### src/rtl/rega_pkg.sv
// Shared types and constants for the irrigation timer controller.
package rega_pkg;

   typedef enum logic [2:0] {
      ST_IDLE,
      ST_LOAD,
      ST_RUN,
      ST_PAUSE,
      ST_DONE
   } state_t;

   localparam logic [3:0] BCD_MAX_UNITS    = 4'd9;
   localparam logic [3:0] BCD_MAX_SEC_TENS = 4'd5;

   localparam int DIGIT_W   = 4;
   localparam int SEC_U_LSB = 0;
   localparam int SEC_T_LSB = 4;
   localparam int MIN_U_LSB = 8;
   localparam int MIN_T_LSB = 12;

   // A preset is usable only if it is proper MM:SS BCD and not zero length.
   function automatic logic preset_valid(input logic [15:0] p);
      logic ok;
      ok = (p[SEC_U_LSB +: DIGIT_W] <= BCD_MAX_UNITS)
         & (p[SEC_T_LSB +: DIGIT_W] <= BCD_MAX_SEC_TENS)
         & (p[MIN_U_LSB +: DIGIT_W] <= BCD_MAX_UNITS)
         & (p[MIN_T_LSB +: DIGIT_W] <= BCD_MAX_UNITS)
         & (p != 16'h0000);
      return ok;
   endfunction

endpackage

### src/rtl/bcd_digit_down.sv
// One BCD down-counting digit; borrows and reloads MAX when decremented at zero.
module bcd_digit_down
   import rega_pkg::*;
#(
   parameter logic [3:0] MAX = BCD_MAX_UNITS
) (
   input  logic       clk,
   input  logic       rst_n,
   input  logic       load,
   input  logic [3:0] load_val,
   input  logic       dec,
   input  logic       clr,
   output logic [3:0] q,
   output logic       borrow_out
);

   assign borrow_out = dec & (q == 4'd0);

   always_ff @(posedge clk or negedge rst_n) begin
      if (!rst_n) begin
         q <= 4'd0;
      end else if (clr) begin
         q <= 4'd0;
      end else if (load) begin
         q <= load_val;
      end else if (dec) begin
         q <= (q == 4'd0) ? MAX : (q - 4'd1);
      end
   end

endmodule

### src/rtl/rega_timer_ctrl.sv
// Irrigation duration timer: loads an MM:SS preset, counts down on 1 Hz ticks, drives the valve.
module rega_timer_ctrl
   import rega_pkg::*;
#(
   parameter bit TICK_IGNORE_LOAD = 1'b1
) (
   input  logic        clk,
   input  logic        rst_n,
   input  logic        tick,
   input  logic        start,
   input  logic        pause,
   input  logic        stop,
   input  logic [15:0] preset_bcd,
   output logic [15:0] count_bcd,
   output logic        valve_on,
   output logic        busy,
   output logic        done,
   output logic        preset_err
);

   state_t     state;
   logic       tick_pend;
   logic       run_tick;
   logic       digit_clr;
   logic       digit_load;
   logic       count_ends;
   logic [3:0] borrow;

   assign run_tick   = (state == ST_RUN) & (tick | tick_pend) & ~stop & ~pause;
   assign digit_clr  = stop & ((state == ST_LOAD) | (state == ST_RUN) | (state == ST_PAUSE));
   assign digit_load = (state == ST_LOAD);
   // A borrow out of the minute tens could only come from decrementing 00:00; treat it as expiry too.
   assign count_ends = (count_bcd == 16'h0001) | borrow[3];

   bcd_digit_down #(.MAX(BCD_MAX_UNITS)) u_sec_u (
      .clk(clk), .rst_n(rst_n), .load(digit_load),
      .load_val(preset_bcd[SEC_U_LSB +: DIGIT_W]), .dec(run_tick), .clr(digit_clr),
      .q(count_bcd[SEC_U_LSB +: DIGIT_W]), .borrow_out(borrow[0])
   );

   bcd_digit_down #(.MAX(BCD_MAX_SEC_TENS)) u_sec_t (
      .clk(clk), .rst_n(rst_n), .load(digit_load),
      .load_val(preset_bcd[SEC_T_LSB +: DIGIT_W]), .dec(borrow[0]), .clr(digit_clr),
      .q(count_bcd[SEC_T_LSB +: DIGIT_W]), .borrow_out(borrow[1])
   );

   bcd_digit_down #(.MAX(BCD_MAX_UNITS)) u_min_u (
      .clk(clk), .rst_n(rst_n), .load(digit_load),
      .load_val(preset_bcd[MIN_U_LSB +: DIGIT_W]), .dec(borrow[1]), .clr(digit_clr),
      .q(count_bcd[MIN_U_LSB +: DIGIT_W]), .borrow_out(borrow[2])
   );

   bcd_digit_down #(.MAX(BCD_MAX_UNITS)) u_min_t (
      .clk(clk), .rst_n(rst_n), .load(digit_load),
      .load_val(preset_bcd[MIN_T_LSB +: DIGIT_W]), .dec(borrow[2]), .clr(digit_clr),
      .q(count_bcd[MIN_T_LSB +: DIGIT_W]), .borrow_out(borrow[3])
   );

   always_ff @(posedge clk or negedge rst_n) begin
      if (!rst_n) begin
         state      <= ST_IDLE;
         valve_on   <= 1'b0;
         busy       <= 1'b0;
         done       <= 1'b0;
         preset_err <= 1'b0;
         tick_pend  <= 1'b0;
      end else begin
         done       <= 1'b0;
         preset_err <= 1'b0;
         tick_pend  <= 1'b0;
         case (state)
            ST_IDLE: begin
               if (start) begin
                  if (preset_valid(preset_bcd)) begin
                     state <= ST_LOAD;
                     busy  <= 1'b1;
                  end else begin
                     preset_err <= 1'b1;
                  end
               end
            end
            ST_LOAD: begin
               if (stop) begin
                  state <= ST_IDLE;
                  busy  <= 1'b0;
               end else begin
                  state     <= ST_RUN;
                  valve_on  <= 1'b1;
                  // A tick landing in LOAD is either dropped or carried into the first RUN cycle.
                  tick_pend <= tick & ~TICK_IGNORE_LOAD;
               end
            end
            ST_RUN: begin
               if (stop) begin
                  state    <= ST_IDLE;
                  valve_on <= 1'b0;
                  busy     <= 1'b0;
               end else if (pause) begin
                  state    <= ST_PAUSE;
                  valve_on <= 1'b0;
               end else if (run_tick && count_ends) begin
                  state    <= ST_DONE;
                  valve_on <= 1'b0;
                  busy     <= 1'b0;
                  done     <= 1'b1;
               end
            end
            ST_PAUSE: begin
               if (stop) begin
                  state <= ST_IDLE;
                  busy  <= 1'b0;
               end else if (pause) begin
                  state    <= ST_RUN;
                  valve_on <= 1'b1;
               end
            end
            ST_DONE: begin
               state <= ST_IDLE;
            end
            default: begin
               state    <= ST_IDLE;
               valve_on <= 1'b0;
               busy     <= 1'b0;
            end
         endcase
      end
   end

endmodule

### config.mk
export PLATFORM = sky130hd
export DESIGN_NAME = rega_timer_ctrl
export DESIGN_NICKNAME = d
export VERILOG_FILES = /design/src/rtl/rega_pkg.sv /design/src/rtl/bcd_digit_down.sv /design/src/rtl/rega_timer_ctrl.sv
export SDC_FILE = /design/constraint.sdc
export NUM_CORES = 1
export LEC_CHECK = 0
export ABC_CLOCK_PERIOD_IN_PS = 2050
export BUFFER_PORTS_ARGS = -buffer_cell sky130_fd_sc_hd__buf_4
export CORE_UTILIZATION = 51
export DETAILED_ROUTE_END_ITERATION = 8
export PLACE_DENSITY = 0.78
export SLEW_MARGIN = 20
export SYNTH_ARGS = -nofsm -noshare
export SYNTH_HDL_FRONTEND = slang
export SYNTH_SLANG_ARGS = --single-unit
export TNS_END_PERCENT = 30
### constraint.sdc
create_clock -name clk -period 2.05 [get_ports clk]
set_input_delay 0.205 -clock clk [delete_from_list [all_inputs] [get_ports clk]]
set_output_delay 0.205 -clock clk [all_outputs]
set_load 0.1 [all_outputs]
* After elaboration in Yosys (flattened, before gate mapping)
Index checks and enable logic that the tools add are counted.
Word-level totals: bits in registers 23, output and inout bits 20
Cells by class: $lt $le $gt $ge 4, add/subtract/negate cells 4, reductions and logical operators 16, multiplexer cells 45, eq/ne operators 15, bitwise logic cells 19
Operators with widths (number):
- 4-bit 2-to-1 mux | 16
- 3-bit 2-to-1 mux | 7
- 1-bit 2-to-1 mux | 18
- 16-bit by 1-bit == test with 1-bit output (second input constant) | 1
- 4-bit logical NOT | 4
- 16-bit nonzero test | 1
- 4-bit by 1-bit subtractor with 4-bit output (second input constant) | 4
- 1-bit AND | 12
- 4-bit less-or-equal comparator (second input constant) | 3
- 3-bit case mux with 4 select lines | 1
- 3-bit nonzero test | 4
- 2-bit != test (second input constant) | 5
- 1-bit case mux with 4 select lines | 2
- 3-bit by 2-bit == test with 1-bit output (second input constant) | 2
- 3-bit != test (second input constant) | 2
- 6-bit AND reduction | 1
- 5-bit AND reduction | 1
- 4-bit by 3-bit less-or-equal comparator with 1-bit output (second input constant) | 1
- 4-bit by 3-bit != test with 1-bit output (second input constant) | 1
- 1-bit NOT | 4
- 4-bit AND reduction | 1
- 2-bit OR reduction | 2
- 3-bit by 1-bit == test with 1-bit output (second input constant) | 1
- 3-bit == test (second input constant) | 1
- other kinds (6) | 8

* Depth between registers and ports, before layout
depth after elaboration 14, mapped depth 7, depth with buffers taken out 4

* Modules after synthesis
Synthesis repeated with hierarchy kept, for this count alone.
Second synthesis, totals: cells, all modules 152, area total of the unflattened synthesis 1421.4 um2
By module, submodules not included:
- bcd_digit_down (u_min_t ...) | area an instance 242.7 um2, seq. area each 100.1 um2, instances 3, cells an instance 24
- rega_timer_ctrl | area an instance 476.7 um2, seq. area each 175.2 um2, instances 1, cells an instance 56
- bcd_digit_down (u_sec_t) | area an instance 216.5 um2, seq. area each 100.1 um2, instances 1, cells an instance 24

* Worst setup path after synthesis
No wires, ideal clock.
kind reg-to-reg, from register u_sec_u.q[0], to register u_min_u.q[0], buffers on the path 2, stages on the path, launching flop included 7, data arrival time 2.153 ns, period minus slack after synthesis 2.282 ns, slack -0.232 ns, cells stage by stage dfrtp_1 buf_2 nor4_2 and3_1 buf_2 a21o_1 mux2_1
On the way: cells in the longest elaborated chain, start to end 4
Ends and longest elaborated chain:
- start: declaration | line bcd_digit_down.sv:13 | output logic [3:0] q,
- start signal: assignment | line bcd_digit_down.sv:25 | q <= load_val;
- start signal: assignment | line bcd_digit_down.sv:27 | q <= (q == 4'd0) ? MAX : (q - 4'd1);
- 4-bit logical NOT | line bcd_digit_down.sv:17 | assign borrow_out = dec & (q == 4'd0);
- 1-bit AND (2 in a row) | line bcd_digit_down.sv:17
- 3-bit nonzero test (no line)
- end signal: assignment | line bcd_digit_down.sv:25
- end signal: assignment | line bcd_digit_down.sv:27
- end: declaration | line bcd_digit_down.sv:13
Every way passes these cells. A chain may end at the register's enable or synchronous reset.

* Worst setup path after layout
from register u_sec_u.q[0], to register u_min_t.q[0]
On the way: cells in the longest elaborated chain, start to end 5
Ends and longest elaborated chain (line):
- 4-bit logical NOT | bcd_digit_down.sv:17
- 1-bit AND (3 in a row) | bcd_digit_down.sv:17
- 3-bit nonzero test (no line)
- end signal: assignment | bcd_digit_down.sv:25
- end signal: assignment | bcd_digit_down.sv:27
- end: declaration | bcd_digit_down.sv:13
Every way passes these cells.

==> reports/metrics.yaml <==
yosysUniqueCellTypes: 50
max_stage_delay_ns: 0.55
fin_cells: 233
dr.pass1.iters: 4
start_kind: "flop"
worst_slew_pin_slew_ns: 0.551
final_core_util: 0.672
status: "finished clean"
hold_violations: 0
synth_xor_area_frac: 0.00593
clock_latency_ns: 0.32
yosysSeqAreaShare: 0.390
fin_nets: 225
power.total_uw: 2880
routedWlPerCell_um: 16.6
avgSynthCellArea_um2: 9.18
max_cap_violations: 0
grt_first_pass_wirelength_mm: 6.32
synth_area_um2: 1480
fin_ws_ns: 0.140
cts_buffers: 3
synth_mux_area_frac: 0.0449
ios: 42
drc: 0
synth-compound-area-share: 0.226
cts_root_buffer: "clkbuf_4"
grt_pass1_vias: 1320
area_growth_pct: 25.3
grt_max_degree: 24
diodes: 0
path_class: "reg -> reg"
relSlewSlack: 0.633
ys_ff_latch: 23
gp_congestion: 0.826
cp.required_ns: 2.25
slew_viol_final: 0
worstPathMaxFanout: 11
vias_per_cell: 6.16
io_buffer_count: 41
antenna_found_initial: 0
synth_top_family_by_area: "simple AND/OR/NAND/NOR gates"
synth_fa_ha_area_frac: 0
synth-simple-area-share: 0.296
end_kind: "flop"
hpwlAfterDp_mm: 2.89
clk_pin_slew_ns: 0.13
grt.total_usage: 0.255
totalWireLength_mm: 3.86
max_freq_mhz: 524
cts_tree: "yes"
die-area_um2: 3120
coreArea_um2: 2760
clock_skew_ns: 0.00948
place_ws_ns: 0.166
timing.setup.tns_ns: 0
ant_nets: 0
vias: 1435
start_util: 0.536
ys.warnings.count: 0
ctsHtreeMaxLevel: 1
synthFlopType: "dfrtp_1"
period_needed_ns: 1.91
rsz0062_at_grt: "false"
peakVddDrop_mv: 1.52
cp_slowest_cell: "dfrtp_4"
cts_buffer_depth: 2
setup_violations: 0
p_leak_uw: 0.000800
grt.met2_usage: 0.387
path_cells: "nor4_2 -> nand3_1 -> o21ai_1 -> mux2_1"
rows: 19
min_period_over_period: 0.932
cts.sinks: 23
grt.overflow.total: 0
top_usage_layer: "met2"
postSynthCellCount: 161
grt.met3_usage: 0.0302
syn_nets: 183
die_y_um: 55.8
holdCritPathClass: "in -> reg"
p_per_area_nw_per_um2: 1550
synthArstFlopShare: 1.00
die_x_um: 55.8
drtIter0Drc: 89
synth_edf_count: 0
dp.cells: 228
drive_above_1_share: 0.337
arrival_ns: 2.11
grtUsageMet1: 0.378
-- where the power goes --
group / internal [uW] / total, uW / switching (uW) / leakage, uW
combinational: 468 / 1820 / 1350 / 0.000497
clock: 73.0 / 214 / 141 / 0.0000177
sequential: 610 / 841 / 231 / 0.000285
-- cell usage in the layout (no fill, tap or decap), types with 4 or more instances in the layout --
cell type,count
dfrtp_1,15
dfrtp_2,7
a21oi_1,5
nor2_1,17
a311oi_1,5
nand3_1,7
o21ai_0,12
nor3_1,4
nand4_1,5
buf_4,44
nand2_1,16
-- sequential cells by signal, indices dropped and copies added, names as in the netlist --
signal and cells:
u_min_t.q 4, valve_on 1, u_sec_u.q 4, state 3
done 1, busy 1, u_sec_t.q 4, preset_err 1
u_min_u.q 4
-- layout make-up --
cell class | count | area [um2]
Fill cell | 233 | 906
Multi-Input combinational cell | 127 | 846
Sequential cell | 23 | 588
Timing Repair Buffer | 45 | 340
Tap cell | 31 | 38.8
Clock buffer | 3 | 22.5
Inverter | 3 | 11.3
Clock inverter | 1 | 5.00
-- worst paths after layout --
path | startpoint | endpoint | slack [ns] | cells past startpoint
worst max-delay path | u_sec_u.q[0] | u_min_t.q[0] | 0.14 | 4
worst max register to register | u_sec_u.q[0] | u_min_t.q[0] | 0.14 | 4
worst min register to register | busy | busy | 0.57 | 2
max in group asynchronous | rst_n | u_sec_u.q[0] | 1.48 | 2
min in group asynchronous | rst_n | u_sec_t.q[3] | 0.31 | 2
worst min-delay path | preset_bcd[7] | u_sec_t.q[3] | 0.11 | 2
-- layer usage --
| metal | up-vias | part of all wire |
|---|---|---|
| li1 | 702 | - |
| met1 | 680 | 0.48 |
| met2 | 49 | 0.46 |
| met3 | 4 | 0.050 |
| met4 | 0 | 0.012 |
| met5 | - | 0 |
-- critical path, delay by kind of cell (launching register included) --
| family | cells | cell delay [ns] |
|---|---|---|
| flip-flops | 1 | 0.55 |
| multiplexers | 1 | 0.38 |
| AO/OA/AOI/OAI | 1 | 0.35 |
| AND/OR/NAND/NOR | 2 | 0.52 |
-- Yosys cell counts, types with 2 or more instances --
library cell	n	area, um2
dfrtp_1	23	576
nor2_1	17	63.8
nand2_1	16	60.1
o21ai_0	12	60.1
nand3_1	7	35.0
buf_2	6	30.0
a21oi_1	5	25.0
a311oi_1	5	43.8
nand4_1	5	31.3
nor3_1	4	20.0
a2bb2oi_1	3	26.3
a32o_1	3	30.0
inv_1	3	11.3
mux2_1	3	33.8
nor3b_1	3	22.5
nor4_1	3	18.8
o21a_1	3	22.5
o21ai_1	3	15.0
a21o_1	2	15.0
mux2_2	2	22.5
nor4_2	2	25.0
o211a_1	2	20.0
o31ai_1	2	15.0
-- per-stage QoR --
stage,instance area (um2),hold WS [ns]
finish,1850,0.109
global route,1850,0.121
CTS,1850,0.111
detailed placement,1810,0.118
global placement,1810,0.116
floorplan,1490,-0.0906
-- what timing repair did --
item / in CTS / in global routing
hold buffers: 1 / 0
buffers inserted: 0 / 0
setup endpoints to repair: 0 / 0
resized for setup: 0 / 0
endpoints found under the hold margin: 23 / 0
-- cell families after synthesis --
family	after synthesis
DFF	23
muxes	6
buffers and inverters	11
xor gates and xnor gates	1
and+or+nand+nor	73
AOI/OAI and AO/OA	47
No activity file was read; power rests on OpenSTA's default activity.
